--- src/rtl/mk_design_queue_check.sv ---
// ---------------------------------------------------------------------------
// mk_design_queue_check
//   Operand-pair queue with a "variable" sub-interface. start(a,b) pushes a
//   pair into a DEPTH-entry circular buffer. result(c) and check(d) both look
//   at the head pair. check also pops it and counts nonzero check values in
//   a saturating 8-bit mismatch counter.
//
// Ports
//   CLK, RST_N                     clock (rising edge), async active-low reset
//   start_a, start_b, EN_start     enqueue an operand pair
//   RDY_start                      queue not full
//   variable__result_c             argument c of result
//   variable__result               head.a + head.b + c (mod 2^W)
//   RDY_variable__result           queue not empty
//   variable__check_d              argument d of check
//   EN_variable__check             dequeue the head this cycle
//   variable__check                head vs d per CHK_MODE (0: a-b-d, 1: a^b^d)
//   RDY_variable__check            queue not empty
//   variable__count                occupancy, 0..DEPTH
//   variable__mismatches           saturating count of nonzero fired checks
// ---------------------------------------------------------------------------
module mk_design_queue_check #(
    parameter int W        = 6,
    parameter int DEPTH    = 4,
    parameter int CHK_MODE = 0
) (
    input  logic                       CLK,
    input  logic                       RST_N,
    input  logic [W-1:0]               start_a,
    input  logic [W-1:0]               start_b,
    input  logic                       EN_start,
    output logic                       RDY_start,
    input  logic [W-1:0]               variable__result_c,
    output logic [W-1:0]               variable__result,
    output logic                       RDY_variable__result,
    input  logic [W-1:0]               variable__check_d,
    input  logic                       EN_variable__check,
    output logic [W-1:0]               variable__check,
    output logic                       RDY_variable__check,
    output logic [$clog2(DEPTH):0]     variable__count,
    output logic [7:0]                 variable__mismatches
);

    localparam int AW = $clog2(DEPTH);
    localparam int CW = AW + 1;
    localparam logic [CW-1:0] FULL_CNT = CW'(DEPTH);

    // Storage and bookkeeping
    logic [W-1:0]  r_mem_a [DEPTH];
    logic [W-1:0]  r_mem_b [DEPTH];
    logic [AW-1:0] r_wr_ptr;
    logic [AW-1:0] r_rd_ptr;
    logic [CW-1:0] r_count;
    logic [7:0]    r_mismatches;

    logic          w_not_full;
    logic          w_not_empty;
    logic          w_fire_start;
    logic          w_fire_check;
    logic [W-1:0]  w_head_a;
    logic [W-1:0]  w_head_b;
    logic [W-1:0]  w_result;
    logic [W-1:0]  w_check;

    // Ready depends only on occupancy, never on any enable.
    assign w_not_full   = (r_count != FULL_CNT);
    assign w_not_empty  = (r_count != '0);
    assign w_fire_start = EN_start & w_not_full;
    assign w_fire_check = EN_variable__check & w_not_empty;

    assign w_head_a = r_mem_a[r_rd_ptr];
    assign w_head_b = r_mem_b[r_rd_ptr];

    // Data outputs are forced to 0 while the queue is empty so that stale
    // entries never leak out.
    always_comb begin
        w_result = '0;
        w_check  = '0;
        if (w_not_empty) begin
            w_result = w_head_a + w_head_b + variable__result_c;
            if (CHK_MODE == 0) begin
                w_check = w_head_a - w_head_b - variable__check_d;
            end else begin
                w_check = w_head_a ^ w_head_b ^ variable__check_d;
            end
        end
    end

    // Payload RAM: no reset needed, visibility is governed by the pointers
    // and the occupancy counter.
    always_ff @(posedge CLK) begin
        if (w_fire_start) begin
            r_mem_a[r_wr_ptr] <= start_a;
            r_mem_b[r_wr_ptr] <= start_b;
        end
    end

    // Pointers, occupancy and mismatch counter
    always_ff @(posedge CLK or negedge RST_N) begin
        if (!RST_N) begin
            r_wr_ptr     <= '0;
            r_rd_ptr     <= '0;
            r_count      <= '0;
            r_mismatches <= '0;
        end else begin
            if (w_fire_start) begin
                r_wr_ptr <= r_wr_ptr + AW'(1);
            end
            if (w_fire_check) begin
                r_rd_ptr <= r_rd_ptr + AW'(1);
                if ((w_check != '0) && (r_mismatches != 8'hFF)) begin
                    r_mismatches <= r_mismatches + 8'd1;
                end
            end
            // Simultaneous push and pop leaves occupancy unchanged.
            if (w_fire_start && !w_fire_check) begin
                r_count <= r_count + CW'(1);
            end else if (w_fire_check && !w_fire_start) begin
                r_count <= r_count - CW'(1);
            end
        end
    end

    assign RDY_start            = w_not_full;
    assign RDY_variable__result = w_not_empty;
    assign RDY_variable__check  = w_not_empty;
    assign variable__result     = w_result;
    assign variable__check      = w_check;
    assign variable__count      = r_count;
    assign variable__mismatches = r_mismatches;

endmodule
--- config.mk ---
export PLATFORM = sky130hd
export DESIGN_NAME = mk_design_queue_check
export DESIGN_NICKNAME = d
export VERILOG_FILES = /design/src/rtl/mk_design_queue_check.sv
export SDC_FILE = /design/constraint.sdc
export NUM_CORES = 1
export LEC_CHECK = 0
export CAP_MARGIN = 40
export CORE_ASPECT_RATIO = 0.7
export CORE_MARGIN = 3
export CORE_UTILIZATION = 53
export DETAILED_ROUTE_END_ITERATION = 8
export PLACE_DENSITY = 0.79
export SYNTH_ARGS = -nofsm -noshare
export SYNTH_HDL_FRONTEND = slang
export SYNTH_SLANG_ARGS = --single-unit
--- constraint.sdc ---
create_clock -name CLK -period 10.71 [get_ports CLK]
set_input_delay 2.142 -clock CLK [delete_from_list [all_inputs] [get_ports CLK]]
set_output_delay 2.142 -clock CLK [all_outputs]
set_load 0.02 [all_outputs]
==> metrics.md, run 1 <==
| Metric | Value |
|---|---|
| Outcome | finished, final reports clean |
| Root buf cell | clkbuf_8 |
| Initial antenna violation count | 0 |
| Residual DRC | 0 |
| # resized after CTS | 0 |
| Max clock buf depth | 2 |
| Iter 0 DRT Violations | 77 |
| Worst-Skew Late Latency | 0.33 ns |
| Final instance area | 4070 µm² |
| Class of the worst hold path | flip-flop to flip-flop |
| Crit path launch | variable__result_c[1] |
| Worst-Margin Slew | 0.816 ns |
| Die ar. | 7230 µm² |
| Via count of the first global-routing pass | 1980 |
| Crit path cell chain | clkdlybuf4s50_1, fa_1, ha_1, fa_1, a21o_1, a21oi_1, xnor2_1, xnor2_1, nor2_1, clkdlybuf4s50_1 |
| Critical-path top delay cell | clkdlybuf4s50_1 |
| ANT nets after route | 0 |
| Sequential fraction of the synthesis area | 55.0% |
| Core area | 5870 µm² |
| Element type at the critical path start | input pin |
| Cts bufs inserted | 9 |
| Max Clock Skew | 0.00546 ns |
| Hold_buf cts | 0 |
| Area share of and/or/nand/nor cells after synthesis | 8.07% |
| Synth Area in Compound Gates | 4.43% |
| Slew Viols, Final | 0 |
| GRT overflow | 0 |
| Unrepaired setup endpoints after global routing | false |
| Crit-path max FO | 2 |
| Yosys top cell area share | 43.6% |
| Total number of vias | 1910 |
| DP Area | 3890 µm² |
| Post-synthesis xor/xnor area fraction | 7.12% |
| Final WL | 6.07 mm |
| Async S/R FF share, synth | 23.8% |
| Post-synthesis mux area share | 8.86% |
| Largest net degree at the start of global routing | 17 |
| Synthesized cell area | 3300 µm² |
| Largest family of logic cells by synthesized area | adder cells |
| GRT Util Overall | 18.6% |
| Clock Pin Slew Worst Setup and Hold Paths | 0.07 ns |
| Synth Area in Adders | 12.9% |
| Nets@finish | 340 |
| Capturing point of the worst reg2reg path | variable__mismatches[1]$_DFFE_PN0P_ |
| First-pass GRT wire length | 10.1 mm |
| Worst Path Required | 8.57 ns |
| Die X | 100 µm |
| Postcts setup bufs | 0 |
| Unique masters post-synth | 45 |
| Share of cells above drive strength 1 | 11.7% |
| Worst hold start | variable__mismatches[5]$_DFFE_PN0P_ |
| EDFF count, synth | 48 |
| Hold Crit Depth | 1 |
| GP Congestion | 0.832 |
| Ys flop type | edfxtp_1 |
| Initial Util | 56.3% |
| Die Height | 72.1 µm |
| Total negative slack | 0 ns |
| Layout overhead on the synthesized area | 23.1% |
| Hold Path End | variable__mismatches[5]$_DFFE_PN0P_ |
| Area leader, netlist | edfxtp_1 |
| Port Buffer Count | 53 |
| Setup-failing EPs final | 0 |
| WP data arrival | 4.97 ns |
| Relative slew slack | 45.6% |
| Crit. End Element | output port |
| First drt pass iteration count | 4 |
| Critical path type | input pin to output port |
| N_diodes | 0 |
| R2R cell count | 11 |
| Yosys warns | 0 |
| Peak Freq | 0.141 GHz |
| Post-DP HPWL | 4.59 mm |
| Hold Fails Final Rpt | 0 |
| Max Cap Violations | 0 |
| IO Count | 54 |
| Seq cells post-synth | 63 |
| Synth cell count leaders | edfxtp_1, inv_1, xnor2_1 |
| FP Rows | 23 |
| CTS tree | done |
| Reg2reg setup slack | 6.80 ns |
| Post-Synthesis Cells | 227 |
| Final worst-path cycle share | 66.4% |
| # fillers | 436 |
| Syn nets | 282 |
| Syn_area_per_cell | 14.6 µm² |
| Min Tclk post-route | 7.11 ns |
| Drt wl/cell | 16.6 µm |
| Via-to-Cell Ratio | 5.23 |
| Top-count cell post-synth | edfxtp_1 |
| Area contributors post-synth | edfxtp_1, dfrtp_1, fa_1 |
| Crit path largest cell delay | 0.60 ns |
| FF-to-FF Start | r_rd_ptr[0]$_DFFE_PN0P_ |
| H-tree levels | 3 |
| Clk sink count | 63 |
state kept, by name, summed over array words and instances, names as in the netlist:
register              cells
r_rd_ptr                  2
r_wr_ptr                  2
variable__count           3
r_mem_a                  24
r_mem_b                  24
variable__mismatches      8
cells by family after synthesis:
| kind of cell | count (synthesis) |
|---|---|
| compound gates | 19 |
| xor+xnor | 26 |
| fa+ha+maj | 27 |
| buf+inv | 28 |
| flops | 63 |
| mux | 16 |
| simple gates | 48 |
how the worst max path moves through the flow:
stage                                to
detailed placement  variable__result[5]
global placement    variable__result[5]
finish              variable__result[5]
global route        variable__result[5]
floorplan           variable__result[5]
CTS                 variable__result[5]
worst max-delay path, delay by kind of cell:
family	cells	cell delay, ns
AOI/OAI and AO/OA	2	0.34
buffers and inverters	2	1.04
xor gates and xnor gates	2	0.23
and+or+nand+nor	1	0.08
adders and majority gates	3	1.12
cell usage in the layout, fill, tap and decap left out, types with 2 or more instances in the layout:
master | Yosys | routed
o21ai_0 | 4 | 4
nand3b_1 | 2 | 2
clkdlybuf4s50_1 | 0 | 53
fa_1 | 12 | 12
nand2_1 | 7 | 7
dfrtp_1 | 15 | 15
xnor2_1 | 19 | 19
clkinvlp_4 | 0 | 2
and3_1 | 7 | 7
xor2_1 | 6 | 6
clkinv_4 | 0 | 3
mux4_2 | 10 | 10
mux2_2 | 2 | 2
ha_1 | 15 | 15
inv_1 | 21 | 21
edfxtp_1 | 48 | 48
a21oi_1 | 4 | 4
nor2_1 | 12 | 12
nand2b_1 | 2 | 2
nand3_1 | 6 | 6
and2_1 | 4 | 4
a21o_1 | 2 | 2
mux2i_1 | 3 | 3
clkbuf_8 | 0 | 9
layout make-up:
type	count	area (µm²)	area share, %
clock buffer	9	124	3.05
clock inverter	7	50.0	1.23
inverter	22	82.6	2.03
multi-input combinational	136	1370	33.7
sequential	63	1820	44.7
tap	75	93.8	2.31
timing repair buffer	53	531	13.0
per-layer routing:
metal / vias to the layer above / global-route usage [%] / routed length (µm)
li1: 922 / - / -
met1: 930 / 28.2 / 2870
met2: 56 / 26.7 / 2680
met3: 2 / 4.90 / 483
met4: 0 / 5.38 / 29
met5: - / 0 / 0
through the flow:
step                      std cells  hold slack (ns)  setup WS [ns]  util [%]
after floorplan                 227            0.580           4.52         -
after global placement          349            0.483           3.63      66.3
after detailed placement        349            0.501           3.58      66.3
after CTS                       365            0.510           3.58      69.3
after global routing            365            0.537           3.44      69.3
final                           365            0.502           3.60      69.3
Power of run 1 is not shown: default switching activity piles up to over one toggle a cycle in this logic, so the estimate is an artifact.
==> run 2, diff against run 1 <==
Settings changed: CORE_UTILIZATION 53 to 48, PLACE_DENSITY 0.79 to 0.76.
Clock period 10.71 ns to 5.7 ns, I/O delays scaled along.
==> metrics.md, run 2 (synthesized netlist as in run 1, its figures left out) <==
| Metric | Value |
|---|---|
| Outcome | finished, final reports clean |
| Total number of vias | 1919 (+0.47%) |
| Cts bufs inserted | 9 (unchanged) |
| Share of cells above drive strength 1 | 12.3% (+0.60 points) |
| Worst-Margin Slew | 0.691 ns (-0.125 ns) |
| Crit-path max FO | 11 (+9) |
| Initial antenna violation count | 0 (unchanged) |
| Largest net degree at the start of global routing | 16 (-1) |
| Crit path largest cell delay | 0.72 ns (+0.12 ns) |
| # fillers | 499 (+14%) |
| Post-DP HPWL | 4.69 mm (+2.0%) |
| Crit path cell chain | mux4_2, fa_1, ha_1, fa_1, a21o_1, a21oi_1, xnor2_1, xnor2_1, nor2_1, clkdlybuf4s50_1 |
| GP Congestion | 0.847 (+1.8%) |
| Max Cap Violations | 0 (unchanged) |
| Iter 0 DRT Violations | 100 (+30%) |
| Final worst-path cycle share | 92.0% |
| Via-to-Cell Ratio | 5.01 (-4.3%) |
| Most common cell after layout, fill and taps aside | clkdlybuf4s50_1 |
| Nets@finish | 342 (+0.59%) |
| CTS tree | done |
| Drt wl/cell | 15.6 µm (-6.0%) |
| Hold Fails Final Rpt | 0 (unchanged) |
| Via count of the first global-routing pass | 1913 (-3.4%) |
| Most frequent cells in the layout | clkdlybuf4s50_1, edfxtp_1, inv_1 |
| Hold_buf cts | 0 (unchanged) |
| Total negative slack | 0 ns (unchanged) |
| Hold Crit Depth | 1 (unchanged) |
| Setup-failing EPs final | 0 (unchanged) |
| Clk sink count | 63 (unchanged) |
| Class of the worst hold path | flip-flop to flip-flop |
| Slew Viols, Final | 0 (unchanged) |
| Critical path type | flip-flop to output port |
| Die Height | 75.4 µm (+4.7%) |
| Port Buffer Count | 53 (unchanged) |
| First-pass GRT wire length | 9.76 mm (-3.8%) |
| Core area | 6460 µm² (+10%) |
| Initial Util | 51.2% (-5.1 points) |
| GRT overflow | 0 (unchanged) |
| WP data arrival | 4.11 ns (-0.86 ns) |
| Critical-path top delay cell | dfrtp_1 |
| H-tree levels | 3 (unchanged) |
| IO Count | 54 (unchanged) |
| Peak Freq | 0.191 GHz |
| ANT nets after route | 0 (unchanged) |
| Residual DRC | 0 (unchanged) |
| Postcts setup bufs | 0 (unchanged) |
| Max Clock Skew | 0.0104 ns (+0.00495 ns) |
| # resized after CTS | 0 (unchanged) |
| N_diodes | 0 (unchanged) |
| Layout overhead on the synthesized area | 24.8% |
| Die X | 105 µm (+4.8%) |
| Clock Pin Slew Worst Setup and Hold Paths | 0.07 ns (about the same) |
| Max clock buf depth | 2 (unchanged) |
| FP Rows | 24 (+4.3%) |
| Relative slew slack | 53.8% (+8.2 points) |
| Worst Path Required | 4.56 ns (-4.01 ns) |
| Worst-Skew Late Latency | 0.33 ns (about the same) |
| R2R cell count | 11 (unchanged) |
| First drt pass iteration count | 4 (unchanged) |
| GRT Util Overall | 16.5% (-2.1 points) |
| Crit. End Element | output port |
| Final WL | 5.98 mm (-1.4%) |
| Die ar. | 7930 µm² (+9.7%) |
| Element type at the critical path start | flip-flop |
| Unrepaired setup endpoints after global routing | false |
| Root buf cell | clkbuf_8 |
| Min Tclk post-route | 5.25 ns |
==> run 2: worst paths after layout <==
path | start | end | slack [ns]
hold / removal | variable__mismatches[6]$_DFFE_PN0P_ | variable__mismatches[6]$_DFFE_PN0P_ | 0.51
setup reg to reg | r_rd_ptr[0]$_DFFE_PN0P_ | variable__mismatches[1]$_DFFE_PN0P_ | 1.78
hold reg to reg | variable__mismatches[6]$_DFFE_PN0P_ | variable__mismatches[6]$_DFFE_PN0P_ | 0.51
setup / recovery | r_rd_ptr[0]$_DFFE_PN0P_ | variable__result[5] | 0.45
max in group asynchronous | RST_N | r_wr_ptr[0]$_DFFE_PN0P_ | 4.04
min in group asynchronous | RST_N | variable__mismatches[6]$_DFFE_PN0P_ | 1.22
==> run 2: layout make-up <==
type / instances / area, µm² / share of cell area (%)
Clock buffer: 9 / 124 / 3.00
Inverter: 22 / 82.6 / 2.00
Timing Repair Buffer: 55 / 546 / 13.2
Sequential cell: 63 / 1820 / 44.1
Tap cell: 91 / 114 / 2.76
Clock inverter: 7 / 71.3 / 1.73
Multi-Input combinational cell: 136 / 1370 / 33.2
==> run 2: critical path: cells and delay by family (launching register included) <==
kind	cells	cell delay, ns
mux	1	0.65
fa+ha+maj	3	1.14
compound gates	2	0.34
buf+inv	1	0.61
flops	1	0.72
xor+xnor	2	0.25
simple gates	1	0.08
==> run 2: per-layer routing <==
metal | vias to the layer above | share of wire (%) | global-route usage [%]
met5 | - | 0 | 0
met4 | 0 | 0.42 | 5.68
met3 | 2 | 5.5 | 4.66
met2 | 51 | 45 | 25.1
met1 | 939 | 49 | 23.4
li1 | 927 | - | -
==> run 2: metrics by stage <==
step / worst slack [ns] / hold WS, ns / instances / area, µm² / utilization, %
after CTS: 0.366 / 0.513 / 383 / 4120 / 63.9
after floorplan: 1.13 / 0.580 / 227 / 3300 / -
final: 0.454 / 0.510 / 383 / 4120 / 63.9
after global placement: 0.609 / 0.483 / 367 / 3930 / 60.8
after detailed placement: 0.569 / 0.501 / 367 / 3930 / 60.8
after global routing: 0.219 / 0.545 / 383 / 4120 / 63.9
Power of run 2 is left out for the same reason.
==> run 3, diff against run 2 <==
Settings changed: CORE_UTILIZATION 48 to 53, CTS_CLUSTER_DIAMETER set to 40, CTS_CLUSTER_SIZE set to 40, PLACE_DENSITY 0.76 to 0.79.
Clock period 5.7 ns to 6.1 ns, I/O delays scaled along.
==> metrics.md, run 3 (synthesized netlist as in run 1, its figures left out) <==
| Metric | Value |
|---|---|
| Outcome | finished, final reports clean |
| Hold Fails Final Rpt | 0 (unchanged) |
| GP Congestion | 0.832 (-1.7%) |
| Most frequent cells in the layout | clkdlybuf4s50_1, edfxtp_1, inv_1 |
| Port Buffer Count | 53 (unchanged) |
| Clock Pin Slew Worst Setup and Hold Paths | 0.07 ns (about the same) |
| Root buf cell | clkbuf_8 |
| Initial Util | 56.3% (+5.1 points) |
| Hold_buf cts | 0 (unchanged) |
| Relative slew slack | 51.5% (-2.2 points) |
| DP Area | 3900 µm² (-0.70%) |
| Clk sink count | 63 (unchanged) |
| GRT overflow | 0 (unchanged) |
| Residual DRC | 0 (unchanged) |
| Worst setup margin | 0.753 ns (+0.299 ns) |
| First drt pass iteration count | 4 (unchanged) |
| Via count of the first global-routing pass | 2058 (+7.6%) |
| Critical path type | flip-flop to output port |
| Post-DP HPWL | 4.63 mm (-1.2%) |
| Setup-failing EPs final | 0 (unchanged) |
| Largest net degree at the start of global routing | 16 (unchanged) |
| First-pass GRT wire length | 10.6 mm (+8.5%) |
| N_diodes | 0 (unchanged) |
| GRT Util Overall | 19.8% (+3.3 points) |
| IO Count | 54 (unchanged) |
| Peak Freq | 0.187 GHz |
| Die Height | 72.1 µm (-4.4%) |
| Place WS | 0.797 ns (+0.227 ns) |
| Core area | 5870 µm² (-9.1%) |
| Min Tclk post-route | 5.35 ns |
| Total number of vias | 1906 (-0.68%) |
| Max clock buf depth | 2 (unchanged) |
| CTS tree | done |
| Max Cap Violations | 0 (unchanged) |
| ANT nets after route | 0 (unchanged) |
| Final worst-path cycle share | 87.7% |
| Die ar. | 7230 µm² (-8.8%) |
| Element type at the critical path start | flip-flop |
| Cts bufs inserted | 9 (unchanged) |
| FP Rows | 23 (-4.2%) |
| Max Clock Skew | 0.0102 ns (-0.000168 ns) |
| Share of cells above drive strength 1 | 11.7% (-0.60 points) |
| Total negative slack | 0 ns (unchanged) |
| # resized after CTS | 0 (unchanged) |
| Die X | 100 µm (-4.6%) |
| Crit-path max FO | 9 (-2) |
| H-tree levels | 3 (unchanged) |
| Layout overhead on the synthesized area | 25.1% |
| WP data arrival | 4.13 ns (+0.02 ns) |
| Iter 0 DRT Violations | 96 (-4.0%) |
| Drt wl/cell | 17.0 µm (+8.5%) |
| Initial antenna violation count | 0 (unchanged) |
| Fin util | 70.4% (+6.6 points) |
| Slew Viols, Final | 0 (unchanged) |
| Postcts setup bufs | 0 (unchanged) |
| Worst-Skew Late Latency | 0.33 ns (about the same) |
| Most common cell after layout, fill and taps aside | clkdlybuf4s50_1 |
| # fillers | 410 (-18%) |
| Crit. End Element | output port |
| Worst Path Required | 4.88 ns (+0.32 ns) |
| Via-to-Cell Ratio | 5.22 (+4.2%) |
| Final WL | 6.19 mm (+3.4%) |
| Nets@finish | 341 (-0.29%) |
| Class of the worst hold path | flip-flop to flip-flop |
| Worst-Margin Slew | 0.725 ns (+0.0336 ns) |
| Unrepaired setup endpoints after global routing | false |
| Final instance area | 4130 µm² (+0.27%) |
-- run 3: cell count changes in the layout (fill, tap and decap cells not counted) --
cell        before  now
bufinv_16        1    3
clkinv_2         1    0
inv_6            1    0
buf_4            2    1
clkinvlp_4       2    1
-- run 3: per-layer routing --
layer  wire [µm]  global-route usage [%]  part of all wire, %  vias up
li1            -                       -                    -      926
met1        2910                    28.4                   47      921
met4          38                    5.38                 0.61        0
met2        2820                    29.1                   46       55
met3         427                    6.92                  6.9        4
met5           0                       0                    0        -
-- run 3: path summary, 6_finish.rpt --
check                                                     from                                  end  slack (ns)  cells after the start
min in group asynchronous                                RST_N  variable__mismatches[5]$_DFFE_PN0P_        1.32                      1
setup reg to reg                       r_rd_ptr[0]$_DFFE_PN0P_  variable__mismatches[1]$_DFFE_PN0P_        2.30                     11
hold reg to reg            variable__mismatches[5]$_DFFE_PN0P_  variable__mismatches[5]$_DFFE_PN0P_        0.51                      1
hold / removal             variable__mismatches[5]$_DFFE_PN0P_  variable__mismatches[5]$_DFFE_PN0P_        0.51                      1
max in group asynchronous                                RST_N  variable__mismatches[0]$_DFFE_PN0P_        4.32                      1
setup / recovery                       r_rd_ptr[0]$_DFFE_PN0P_                  variable__result[5]        0.75                     11
-- run 3: final cells by class --
cell class                      instances  area, µm²  share of cell area (%)
Inverter                               22       82.6                    2.00
Timing Repair Buffer                   54        538                    13.0
Multi-Input combinational cell        136       1370                    33.1
Tap cell                               75       93.8                    2.27
Clock buffer                            9        124                    3.00
Clock inverter                          6        110                    2.66
Sequential cell                        63       1820                    43.9
-- run 3: critical path: stages (launching register included) --
cell	delay (ns)
dfrtp_1	0.63
buf_4	0.28
mux4_2	0.57
fa_1	0.39
ha_1	0.23
fa_1	0.42
a21o_1	0.18
a21oi_1	0.18
xnor2_1	0.15
xnor2_1	0.08
nor2_1	0.08
clkdlybuf4s50_1	0.60
-- run 3: metrics by stage --
step,hold slack (ns),instances
after detailed placement,0.509,350
after CTS,0.518,365
after global routing,0.544,365
after floorplan,0.580,227
after global placement,0.483,350
final,0.510,365
Power of run 3 is left out for the same reason.
